## config.mk

```make
export PLATFORM = sky130hd
export DESIGN_NAME = fp_wb_arbiter_flat
export DESIGN_NICKNAME = d
export VERILOG_FILES = /design/src/rtl/fp_wb_arbiter_if.sv /design/src/rtl/fp_wb_arbiter.sv /design/src/flat_wrapper.sv
export SDC_FILE = /design/constraint.sdc
export NUM_CORES = 1
export LEC_CHECK = 0
export CAP_MARGIN = 30
export CELL_PAD_IN_SITES_DETAIL_PLACEMENT = 1
export CELL_PAD_IN_SITES_GLOBAL_PLACEMENT = 2
export CORE_MARGIN = 2
export CORE_UTILIZATION = 25
export DETAILED_ROUTE_END_ITERATION = 7
export GPL_ROUTABILITY_DRIVEN = 0
export PLACE_DENSITY = 0.77
export SLEW_MARGIN = 20
export SYNTH_ARGS = -nofsm -noshare
export SYNTH_HDL_FRONTEND = slang
export SYNTH_SLANG_ARGS = --single-unit
```

## constraint.sdc

```tcl
create_clock -name clk -period 5.26 [get_ports clk]
set_input_delay 1.052 -clock clk [delete_from_list [all_inputs] [get_ports clk]]
set_output_delay 1.052 -clock clk [all_outputs]
set_load 0.03 [all_outputs]
```

## src/rtl/fp_wb_arbiter_if.sv

```systemverilog
// -----------------------------------------------------------------------------
// fp_wb_arbiter_if
// Bundle between the four FP result producers, the writeback arbiter and the
// FP register file's two write ports.
//
// Signals:
//   flush      squash: no grants in the current cycle
//   req_valid  per-requester result-valid (0 add, 1 mul, 2 div, 3 load)
//   req_addr   packed destination addresses, requester i at [i*AW +: AW]
//   req_data   packed results, requester i at [i*DW +: DW]
//   req_ready  per-requester consume strobe (combinational in the arbiter)
//   we1/w_addr1/w_data1, we2/w_addr2/w_data2  registered write ports
//   stall_cnt  per-requester saturating stall counters, only present when
//              FP_WB_STALL_STATS_EN is defined
//
// Modports:
//   slave   the arbiter side
//   master  the requester / register-file side
// -----------------------------------------------------------------------------
interface fp_wb_arbiter_if #(
  parameter int DW = 32,
  parameter int AW = 5
);
  logic              flush;
  logic [3:0]        req_valid;
  logic [4*AW-1:0]   req_addr;
  logic [4*DW-1:0]   req_data;
  logic [3:0]        req_ready;
  logic              we1;
  logic [AW-1:0]     w_addr1;
  logic [DW-1:0]     w_data1;
  logic              we2;
  logic [AW-1:0]     w_addr2;
  logic [DW-1:0]     w_data2;
`ifdef FP_WB_STALL_STATS_EN
  logic [4*16-1:0]   stall_cnt;

  modport slave (
    input  flush, req_valid, req_addr, req_data,
    output req_ready, we1, w_addr1, w_data1, we2, w_addr2, w_data2, stall_cnt
  );

  modport master (
    output flush, req_valid, req_addr, req_data,
    input  req_ready, we1, w_addr1, w_data1, we2, w_addr2, w_data2, stall_cnt
  );
`else
  modport slave (
    input  flush, req_valid, req_addr, req_data,
    output req_ready, we1, w_addr1, w_data1, we2, w_addr2, w_data2
  );

  modport master (
    output flush, req_valid, req_addr, req_data,
    input  req_ready, we1, w_addr1, w_data1, we2, w_addr2, w_data2
  );
`endif
endinterface

```

## src/rtl/fp_wb_arbiter.sv

```systemverilog
// -----------------------------------------------------------------------------
// fp_wb_arbiter
// Writeback arbiter for the FP register file. Four requesters (0 add, 1 mul,
// 2 div, 3 load) compete for two registered write ports. Up to two results
// are granted per cycle in round-robin order starting at rr_ptr; two writes
// in one cycle never target the same register, and results destined for
// register 0 are consumed without occupying a port.
//
// Ports:
//   clk    rising-edge clock
//   rst_n  asynchronous active-low reset (clears write ports and rr_ptr)
//   bus    fp_wb_arbiter_if.slave: flush, req_valid/addr/data in,
//          req_ready (combinational) and registered we/w_addr/w_data x2 out
//
// Optional build macro FP_WB_STALL_STATS_EN adds bus.stall_cnt: one 16-bit
// saturating counter per requester, counting cycles where the requester was
// valid, not consumed and the cycle was not flushed.
// -----------------------------------------------------------------------------
module fp_wb_arbiter #(
  parameter int DW = 32,
  parameter int AW = 5
) (
  input  logic          clk,
  input  logic          rst_n,
  fp_wb_arbiter_if.slave bus
);

  // round-robin start index
  logic [1:0]    rr_ptr_r;

  // grant decode
  logic [3:0]    ready_s;
  logic          a_vld_s;
  logic [1:0]    a_idx_s;
  logic [AW-1:0] a_addr_s;
  logic          b_vld_s;
  logic [1:0]    b_idx_s;
  logic [AW-1:0] b_addr_s;
  logic [1:0]    scan_idx_s;
  logic [AW-1:0] scan_addr_s;
  logic [DW-1:0] a_data_s;
  logic [DW-1:0] b_data_s;

  // registered write ports
  logic          we1_r;
  logic [AW-1:0] w_addr1_r;
  logic [DW-1:0] w_data1_r;
  logic          we2_r;
  logic [AW-1:0] w_addr2_r;
  logic [DW-1:0] w_data2_r;

  // Grant selection: scan from rr_ptr, absorb addr-0 results, fill slot A then
  // slot B (B must differ in address from A). Data is never looked at here so
  // req_ready stays independent of req_data.
  always_comb begin
    ready_s     = 4'b0000;
    a_vld_s     = 1'b0;
    a_idx_s     = 2'd0;
    a_addr_s    = {AW{1'b0}};
    b_vld_s     = 1'b0;
    b_idx_s     = 2'd0;
    b_addr_s    = {AW{1'b0}};
    scan_idx_s  = 2'd0;
    scan_addr_s = {AW{1'b0}};
    for (int k = 0; k < 4; k++) begin
      scan_idx_s  = rr_ptr_r + k[1:0];
      scan_addr_s = bus.req_addr[scan_idx_s*AW +: AW];
      if (bus.flush) begin
        ready_s[scan_idx_s] = 1'b0;
      end else if (!bus.req_valid[scan_idx_s]) begin
        ready_s[scan_idx_s] = 1'b0;
      end else if (scan_addr_s == {AW{1'b0}}) begin
        // register 0 is hardwired; consume without a port
        ready_s[scan_idx_s] = 1'b1;
      end else if (!a_vld_s) begin
        a_vld_s             = 1'b1;
        a_idx_s             = scan_idx_s;
        a_addr_s            = scan_addr_s;
        ready_s[scan_idx_s] = 1'b1;
      end else if (!b_vld_s && (scan_addr_s != a_addr_s)) begin
        b_vld_s             = 1'b1;
        b_idx_s             = scan_idx_s;
        b_addr_s            = scan_addr_s;
        ready_s[scan_idx_s] = 1'b1;
      end else begin
        // out of ports, or same register as slot A: wait, keep ordering
        ready_s[scan_idx_s] = 1'b0;
      end
    end
  end

  assign a_data_s      = bus.req_data[a_idx_s*DW +: DW];
  assign b_data_s      = bus.req_data[b_idx_s*DW +: DW];
  assign bus.req_ready = ready_s;

  // Write-port registers and round-robin pointer; address/data hold when idle.
  always_ff @(posedge clk or negedge rst_n) begin
    if (!rst_n) begin
      we1_r     <= 1'b0;
      w_addr1_r <= {AW{1'b0}};
      w_data1_r <= {DW{1'b0}};
      we2_r     <= 1'b0;
      w_addr2_r <= {AW{1'b0}};
      w_data2_r <= {DW{1'b0}};
      rr_ptr_r  <= 2'd0;
    end else begin
      we1_r <= a_vld_s;
      we2_r <= b_vld_s;
      if (a_vld_s) begin
        w_addr1_r <= a_addr_s;
        w_data1_r <= a_data_s;
      end else begin
        w_addr1_r <= w_addr1_r;
        w_data1_r <= w_data1_r;
      end
      if (b_vld_s) begin
        w_addr2_r <= b_addr_s;
        w_data2_r <= b_data_s;
      end else begin
        w_addr2_r <= w_addr2_r;
        w_data2_r <= w_data2_r;
      end
      // pointer moves past the last write-granted requester only
      if (b_vld_s) begin
        rr_ptr_r <= b_idx_s + 2'd1;
      end else if (a_vld_s) begin
        rr_ptr_r <= a_idx_s + 2'd1;
      end else begin
        rr_ptr_r <= rr_ptr_r;
      end
    end
  end

  assign bus.we1     = we1_r;
  assign bus.w_addr1 = w_addr1_r;
  assign bus.w_data1 = w_data1_r;
  assign bus.we2     = we2_r;
  assign bus.w_addr2 = w_addr2_r;
  assign bus.w_data2 = w_data2_r;

`ifdef FP_WB_STALL_STATS_EN
  logic [15:0] stall_r [4];

  // Per-requester stall counters, saturating at all-ones.
  always_ff @(posedge clk or negedge rst_n) begin
    if (!rst_n) begin
      for (int i = 0; i < 4; i++) begin
        stall_r[i] <= 16'h0000;
      end
    end else begin
      for (int i = 0; i < 4; i++) begin
        if (bus.req_valid[i] && !ready_s[i] && !bus.flush &&
            (stall_r[i] != 16'hFFFF)) begin
          stall_r[i] <= stall_r[i] + 16'd1;
        end else begin
          stall_r[i] <= stall_r[i];
        end
      end
    end
  end

  for (genvar g = 0; g < 4; g++) begin : g_stall
    assign bus.stall_cnt[g*16 +: 16] = stall_r[g];
  end
`endif

endmodule

```

## src/flat_wrapper.sv

```systemverilog
// flat-port wrapper written by rule: the top's interface ports become plain ports
module fp_wb_arbiter_flat 
#(
  parameter int DW = 32,
  parameter int AW = 5
)
  (clk, rst_n, bus_flush, bus_req_valid, bus_req_addr, bus_req_data, bus_req_ready, bus_we1, bus_w_addr1, bus_w_data1, bus_we2, bus_w_addr2, bus_w_data2);
  fp_wb_arbiter_if #(.DW(DW), .AW(AW)) bus_i ();
  input  logic clk;
  input  logic rst_n;
  input wire logic [$bits(bus_i.flush)-1:0] bus_flush;
  input wire logic [$bits(bus_i.req_valid)-1:0] bus_req_valid;
  input wire logic [$bits(bus_i.req_addr)-1:0] bus_req_addr;
  input wire logic [$bits(bus_i.req_data)-1:0] bus_req_data;
  output wire logic [$bits(bus_i.req_ready)-1:0] bus_req_ready;
  output wire logic [$bits(bus_i.we1)-1:0] bus_we1;
  output wire logic [$bits(bus_i.w_addr1)-1:0] bus_w_addr1;
  output wire logic [$bits(bus_i.w_data1)-1:0] bus_w_data1;
  output wire logic [$bits(bus_i.we2)-1:0] bus_we2;
  output wire logic [$bits(bus_i.w_addr2)-1:0] bus_w_addr2;
  output wire logic [$bits(bus_i.w_data2)-1:0] bus_w_data2;
  assign bus_i.flush = bus_flush;
  assign bus_i.req_valid = bus_req_valid;
  assign bus_i.req_addr = bus_req_addr;
  assign bus_i.req_data = bus_req_data;
  assign bus_req_ready = bus_i.req_ready;
  assign bus_we1 = bus_i.we1;
  assign bus_w_addr1 = bus_i.w_addr1;
  assign bus_w_data1 = bus_i.w_data1;
  assign bus_we2 = bus_i.we2;
  assign bus_w_addr2 = bus_i.w_addr2;
  assign bus_w_data2 = bus_i.w_data2;
  fp_wb_arbiter #(.DW(DW), .AW(AW)) u_core (.clk(clk), .rst_n(rst_n), .bus(bus_i));
endmodule
```

Yosys cells after proc, flatten, opt, wreduce, memory -nomap -nowiden --
Cells that the tools add are included.
Word-level totals: flip-flop bits (word level) 78, output and inout bits 80, logic and storage cells 177
Cells by class: multipliers 4, add/subtract/negate cells 5, reduce and logical (&&, ||, !) cells 13, muxes and demuxes 122, order comparisons 8, shift operators 6, equality and inequality tests 3, bitwise logic cells 9
Operator list (count):
- indexed part select 128 x 8 -> 32 bit | 2
- 2-to-1 mux 5 bit | 30
- indexed part select 20 x 6 -> 5 bit | 4
- 2-to-1 mux 4 bit | 17
- 2-to-1 mux 2 bit | 32
- 2-to-1 mux 1 bit | 35
- logical NOT 5 bit | 4
- multiplier 2 x 3 -> 5 bit, second input constant | 4
- inequality test 5 bit | 3
- bitwise AND 4 bit | 3
- < comparator 2 x 3 -> 1 bit, second input constant | 4
- NOT 4 bit | 3
- OR 4 bit | 3
- binary-select mux 1 bit (select 2 bit) | 4
- demux 1 bit (select 2 bit) | 4
- greater-or-equal comparator 2 x 1 -> 1 bit, second input constant | 4
- adder 2 x 1 -> 2 bit, second input constant | 3
- logical AND 1 bit | 6
- adder 2 bit, second input constant | 2
- logical NOT 1 bit | 2
- nonzero test 2 bit | 1

Logic depth before layout (Yosys ltp) --
Gate-level depths: netlist of the first run.
word-level depth 28, depth in mapped cells 22, depth with buffers taken out 13

Worst setup path after synthesis of the first run --
Ideal clock, no wire load.
path kind register -> output, from reg u_core.rr_ptr_r[0], to out bus_req_ready[0], slack -527 ps, cell stages (with the launch flop) 19, arrival 4735 ps, cell sequence dfrtp_1 buf_2 buf_6 buf_6 buf_2 inv_1 ha_1 buf_2 buf_2 mux4_2 nor4_1 a211o_1 o41ai_1 or4_1 clkbuf_1 a21o_1 o211ai_1 nand3_1 a21oi_1
On the way: word-level cells in the longest chain between the ends 26, elaborated cells between the ends (all ways) 106
Ends and longest elaborated chain:
- start: declaration | line fp_wb_arbiter.sv:29 | logic [1:0] rr_ptr_r;
- start signal: assignment | line fp_wb_arbiter.sv:125 | rr_ptr_r <= b_idx_s + 2'd1;
- start signal: assignment | line fp_wb_arbiter.sv:127 | rr_ptr_r <= a_idx_s + 2'd1;
- start signal: assignment | line fp_wb_arbiter.sv:129 | rr_ptr_r <= rr_ptr_r;
- multiplier 2 x 3 -> 5 bit | line fp_wb_arbiter.sv:67 | scan_addr_s = bus.req_addr[scan_idx_s*AW +: AW];
- indexed part select 20 x 6 -> 5 bit | line fp_wb_arbiter.sv:67
- logical NOT 5 bit | line fp_wb_arbiter.sv:72 | end else if (scan_addr_s == {AW{1'b0}}) begin
- 2-to-1 mux 5 bit | line fp_wb_arbiter.sv:72
- 2-to-1 mux 5 bit | line fp_wb_arbiter.sv:70 | end else if (!bus.req_valid[scan_idx_s]) begin
- 2-to-1 mux 5 bit | line fp_wb_arbiter.sv:68 | if (bus.flush) begin
- inequality test 5 bit | line fp_wb_arbiter.sv:80 | end else if (!b_vld_s && (scan_addr_s != a_addr_s)) begin
- 2-to-1 mux 1 bit | line fp_wb_arbiter.sv:80
- [... 10 more ...]
- 2-to-1 mux 1 bit | line fp_wb_arbiter.sv:68
- logical NOT 1 bit | line fp_wb_arbiter.sv:80
- logical AND 1 bit | line fp_wb_arbiter.sv:80
- 2-to-1 mux 4 bit | line fp_wb_arbiter.sv:80
- 2-to-1 mux 4 bit | line fp_wb_arbiter.sv:75 | end else if (!a_vld_s) begin
- 2-to-1 mux 4 bit | line fp_wb_arbiter.sv:72
- 2-to-1 mux 4 bit | line fp_wb_arbiter.sv:70
- 2-to-1 mux 4 bit (*) | line fp_wb_arbiter.sv:68
- end: declaration | line flat_wrapper.sv:15 | output wire logic [$bits(bus_i.req_ready)-1:0] bus_req_ready;
Every way passes the cells marked *; elsewhere a longest branch is shown, timed or not. The select of a mux whose other input is x is not followed.

Final worst setup path of the first run --
from in bus_req_addr[18], to out bus_req_ready[0]
On the way: word-level cells in the longest chain between the ends 25, elaborated cells between the ends (all ways) 64
Ends and longest elaborated chain:
- start: declaration | line flat_wrapper.sv:13 | input wire logic [$bits(bus_i.req_addr)-1:0] bus_req_addr;
- indexed part select 20 x 6 -> 5 bit | line fp_wb_arbiter.sv:67
- logical NOT 5 bit | line fp_wb_arbiter.sv:72
- 2-to-1 mux 5 bit | line fp_wb_arbiter.sv:72
- 2-to-1 mux 5 bit | line fp_wb_arbiter.sv:70
- 2-to-1 mux 5 bit | line fp_wb_arbiter.sv:68
- inequality test 5 bit | line fp_wb_arbiter.sv:80
- 2-to-1 mux 1 bit | line fp_wb_arbiter.sv:80
- 2-to-1 mux 1 bit | line fp_wb_arbiter.sv:75
- [... 9 more ...]
- 2-to-1 mux 1 bit | line fp_wb_arbiter.sv:68
- logical NOT 1 bit | line fp_wb_arbiter.sv:80
- logical AND 1 bit | line fp_wb_arbiter.sv:80
- 2-to-1 mux 4 bit | line fp_wb_arbiter.sv:80
- 2-to-1 mux 4 bit | line fp_wb_arbiter.sv:75
- 2-to-1 mux 4 bit | line fp_wb_arbiter.sv:72
- 2-to-1 mux 4 bit | line fp_wb_arbiter.sv:70
- 2-to-1 mux 4 bit (*) | line fp_wb_arbiter.sv:68
Every way passes the cells marked *; elsewhere a longest branch is shown, timed or not.

==> summary.md, run 1 <==
## CTS
- number of sinks driven by the clock tree: 78
- Clock H-tree levels: 3
- Max clock buf depth: 2
- clock tree from TritonCTS: done
- TritonCTS buffer count: 9
- register clock-pin slew on the reported worst setup and hold paths: 70 ps
- clock network latency to the later pin of the worst-skew pair: 350 ps
- Root Buffer Master: sky130_fd_sc_hd__clkbuf_16
- hold-fix buffers at CTS: 0

## Worst hold path
- cell depth of the worst min-delay path: 2
- Min-Delay Endpoint: u_core.bus.w_data1[20]$_DFFE_PN0P_
- Worst Hold Class: flop to flop
- worst hold path startpoint: u_core.bus.w_data1[20]$_DFFE_PN0P_

## Synthesis
- ys flop type: sky130_fd_sc_hd__dfrtp_1
- unique cell type count in the Yosys netlist: 71
- Cells after Synth: 693
- share of flip-flops with an asynchronous set or reset: 1.00
- flops & latches, synth: 78
- fraction of the yosys area taken by sequential cells: 0.286
- Net Count, Synth: 852
- number of warnings issued by yosys: 0
- number of flops mapped to enable cells by yosys: 0
- mean post-synth cell area: 9.83 µm²
- area of the mapped netlist: 0.00681 mm²

## Status
- violations in the final reports: negative setup slack
- run status: complete, but fails checks

## Cells and area
- Area Growth Syn to Fin: 63.5%
- antenna diode count: 0
- final-stage net count: 1198
- fraction of final layout cells sized beyond drive strength 1: 0.304

## Detailed routing
- antenna-violating nets left: 0
- overall via count from detail_route: 7232
- post-detailed-route DRC marker count: 0
- number of vias per cell after detailed routing: 5.22
- drt first pass iters: 5
- detail-routed net length per standard cell: 21.6 µm
- wire length after detailed routing: 29.9 mm
- Iteration-0 DRC Markers: 347

## Global route
- wire length of the first global-routing pass: 44.4 mm
- number of antenna violations at the first check in global routing: 0
- number of global-route vias before repair: 7708
- maximum number of pins on one net before global-route repair: 52
- gr ovfl total: 0
- global-route usage over all layers: 0.200

## Floorplanning
- starting density of the core: 0.254
- Die X: 169 µm
- core footprint: 0.0269 mm²
- total number of placement rows: 60
- number of placed I/O pins: 235
- DIE HEIGHT: 169 µm
- Die ar.: 0.0286 mm²

## Critical path
- register-to-register setup slack: 700 ps
- Worst Path Max Fanout: 4
- nature of the critical path endpoint: primary output
- worst r2r dst: u_core.bus.w_data2[4]$_DFFE_PN0P_
- required time of the worst setup path: 4210 ps
- type of origin of the critical path: input port
- startpoint of the worst register-to-register path: u_core.rr_ptr_r[0]$_DFFE_PN0P_
- logic depth of the worst register-to-register path: 16
- critical setup path kind: input port to primary output
- Critical Path AT: 4370 ps

## Pwr
- power density relative to cell area: 783 mW/mm²
- Leak: 4.70 nW
- Worst IR Drop VDD: 0.269 mV
- total power draw: 8.73 mW

## Run
- max_cap viols: 0

## Timing
- relative slew slack: 0.481
- Final Worst Setup Slack: -160 ps
- minimum clock period: 5420 ps
- share of the clock period used by the worst path after layout: 1.03
- final sum of negative setup slack: -562 ps
- slew at the pin closest to its max-slew limit: 777 ps
- setup skew after layout: 15.3 ps
- total count of hold-check failures in the final report: 0
- setup repair after global routing missed its margin: yes
- Final Setup Violations: 4
- pins over their slew limit: 0
- Highest Clock Rate: 0.185 GHz

## Placed design
- count of input and output buffers: 234
- detailed placement HPWL: 21.7 mm

==> worst max path at each step <==
stage                           startpoint          endpoint  slack [ps]  depth (start not counted)
after global placement    bus_req_addr[16]  bus_req_ready[0]        -480                         14
after CTS                 bus_req_addr[15]  bus_req_ready[1]         -70                         13
after global routing      bus_req_valid[3]  bus_req_ready[0]        -260                         14
final                     bus_req_addr[18]  bus_req_ready[0]        -160                         14
after detailed placement  bus_req_addr[16]  bus_req_ready[0]        -530                         14
after floorplan           bus_req_addr[15]  bus_req_ready[0]         -40                         11
==> registers in the layout (all words and copies together) (netlist names) <==
name	cells
u_core.bus.w_addr1	5
u_core.bus.w_addr2	5
u_core.bus.w_data1	32
u_core.bus.w_data2	32
u_core.bus.we1	1
u_core.bus.we2	1
u_core.rr_ptr_r	2
==> final cells by class <==
cell class | instances | area (µm²)
fill | 3053 | 15700
inverter | 10 | 37.5
clock buffer | 9 | 225
sequential | 78 | 1950
clock inverter | 7 | 105
tap | 341 | 427
multi-input combinational | 555 | 4770
timing repair buffer | 385 | 3620
==> routing by layer <==
layer	GRT usage	vias to the layer above	wire, µm
li1	-	3373	-
met1	0.260	3628	13300
met2	0.340	194	14600
met3	0.0337	37	1240
met4	0.0628	0	762
met5	0	-	0
==> through the flow <==
step                       util  area (µm²)  setup WS [ps]  hold slack (ps)  cells
final                     0.415       11100           -160              481   1385
after global routing      0.415       11100           -258              518   1385
after CTS                 0.408       11000          -73.9              485   1370
after detailed placement  0.389       10400           -531              470   1339
after global placement    0.389       10400           -478              462   1339
after floorplan               -        6930          -35.9              652    693
==> synth_stat cells, types with 7 or more instances <==
cell | count | area [µm²]
sky130_fd_sc_hd__dfrtp_1 | 78 | 1950
sky130_fd_sc_hd__clkbuf_1 | 18 | 67.6
sky130_fd_sc_hd__nand3_1 | 14 | 70.1
sky130_fd_sc_hd__a21oi_1 | 17 | 85.1
sky130_fd_sc_hd__mux2i_1 | 112 | 1120
sky130_fd_sc_hd__buf_2 | 14 | 70.1
sky130_fd_sc_hd__a211oi_1 | 7 | 52.6
sky130_fd_sc_hd__mux4_2 | 22 | 495
sky130_fd_sc_hd__o221ai_1 | 16 | 140
sky130_fd_sc_hd__o31ai_1 | 25 | 188
sky130_fd_sc_hd__buf_6 | 11 | 124
sky130_fd_sc_hd__o21ai_0 | 32 | 160
sky130_fd_sc_hd__o221ai_2 | 10 | 150
sky130_fd_sc_hd__nand2_1 | 78 | 293
sky130_fd_sc_hd__nor2b_1 | 25 | 156
sky130_fd_sc_hd__mux2_2 | 38 | 428
sky130_fd_sc_hd__nor3_1 | 8 | 40.0
sky130_fd_sc_hd__a221oi_2 | 8 | 120
sky130_fd_sc_hd__o21ai_1 | 12 | 60.1
sky130_fd_sc_hd__inv_1 | 9 | 33.8
sky130_fd_sc_hd__nor2_1 | 40 | 150
==> power breakdown <==
| group | internal, mW | total (mW) | switching [mW] |
|---|---|---|---|
| registers | 0.948 | 1.13 | 0.183 |
| logic | 3.14 | 6.88 | 3.74 |
| clock network | 0.424 | 0.718 | 0.294 |
| total | 4.51 | 8.73 | 4.21 |
==> timing repair <==
item	in CTS	in global routing
endpoints found under the setup margin	4	4
pin swaps	24	20
hold endpoints to repair	0	0
gates cloned	1	1
resized for setup	98	20
buffers inserted	14	14
==> worst max-delay path, stage by stage <==
cell and delay (ps):
sky130_fd_sc_hd__buf_6 90, sky130_fd_sc_hd__mux4_2 540, sky130_fd_sc_hd__or4_4 590, sky130_fd_sc_hd__o21ai_4 180, sky130_fd_sc_hd__buf_6 140, sky130_fd_sc_hd__a32oi_4 120, sky130_fd_sc_hd__a221o_1 420, sky130_fd_sc_hd__xnor2_2 200
sky130_fd_sc_hd__nor3_2 80, sky130_fd_sc_hd__o211ai_1 300, sky130_fd_sc_hd__buf_4 240, sky130_fd_sc_hd__nand3_4 90, sky130_fd_sc_hd__a21oi_4 180, sky130_fd_sc_hd__buf_12 130
==> cell usage in the layout (no fill, tap or decap), types with 24 or more instances in the layout <==
cell type	count
sky130_fd_sc_hd__buf_4	133
sky130_fd_sc_hd__clkdlybuf4s50_1	205
sky130_fd_sc_hd__dfrtp_1	77
sky130_fd_sc_hd__mux2_2	38
sky130_fd_sc_hd__mux2i_1	112
sky130_fd_sc_hd__nand2_1	75
sky130_fd_sc_hd__nor2_1	39
sky130_fd_sc_hd__nor2b_1	24
sky130_fd_sc_hd__o21ai_0	31
sky130_fd_sc_hd__o31ai_1	25
==> logic make-up after synthesis <==
family          synth area share
simple gates               0.134
xor+xnor                  0.0101
flops                      0.286
compound gates             0.212
buf+inv                   0.0505
mux                        0.300
fa+ha+maj                0.00735
Note: power is estimated with default switching activity, not from simulation.
==> run 2: changes to the inputs <==
--- a/config.mk
+++ b/config.mk
@@ -11,7 +11,6 @@
 export CORE_MARGIN = 2
 export CORE_UTILIZATION = 25
 export DETAILED_ROUTE_END_ITERATION = 7
-export GPL_ROUTABILITY_DRIVEN = 0
 export PLACE_DENSITY = 0.77
 export SLEW_MARGIN = 20
 export SYNTH_ARGS = -nofsm -noshare
==> results of run 2 <==
The final DEF is identical to that of run 1; final timing and power are the same.
==> run 3: changes to the inputs <==
--- a/config.mk
+++ b/config.mk
@@ -5,7 +5,6 @@
 export SDC_FILE = /design/constraint.sdc
 export NUM_CORES = 1
 export LEC_CHECK = 0
-export CAP_MARGIN = 30
 export CELL_PAD_IN_SITES_DETAIL_PLACEMENT = 1
 export CELL_PAD_IN_SITES_GLOBAL_PLACEMENT = 2
 export CORE_MARGIN = 2
==> results of run 3 <==
The final DEF is identical to that of run 1; final timing and power are the same.
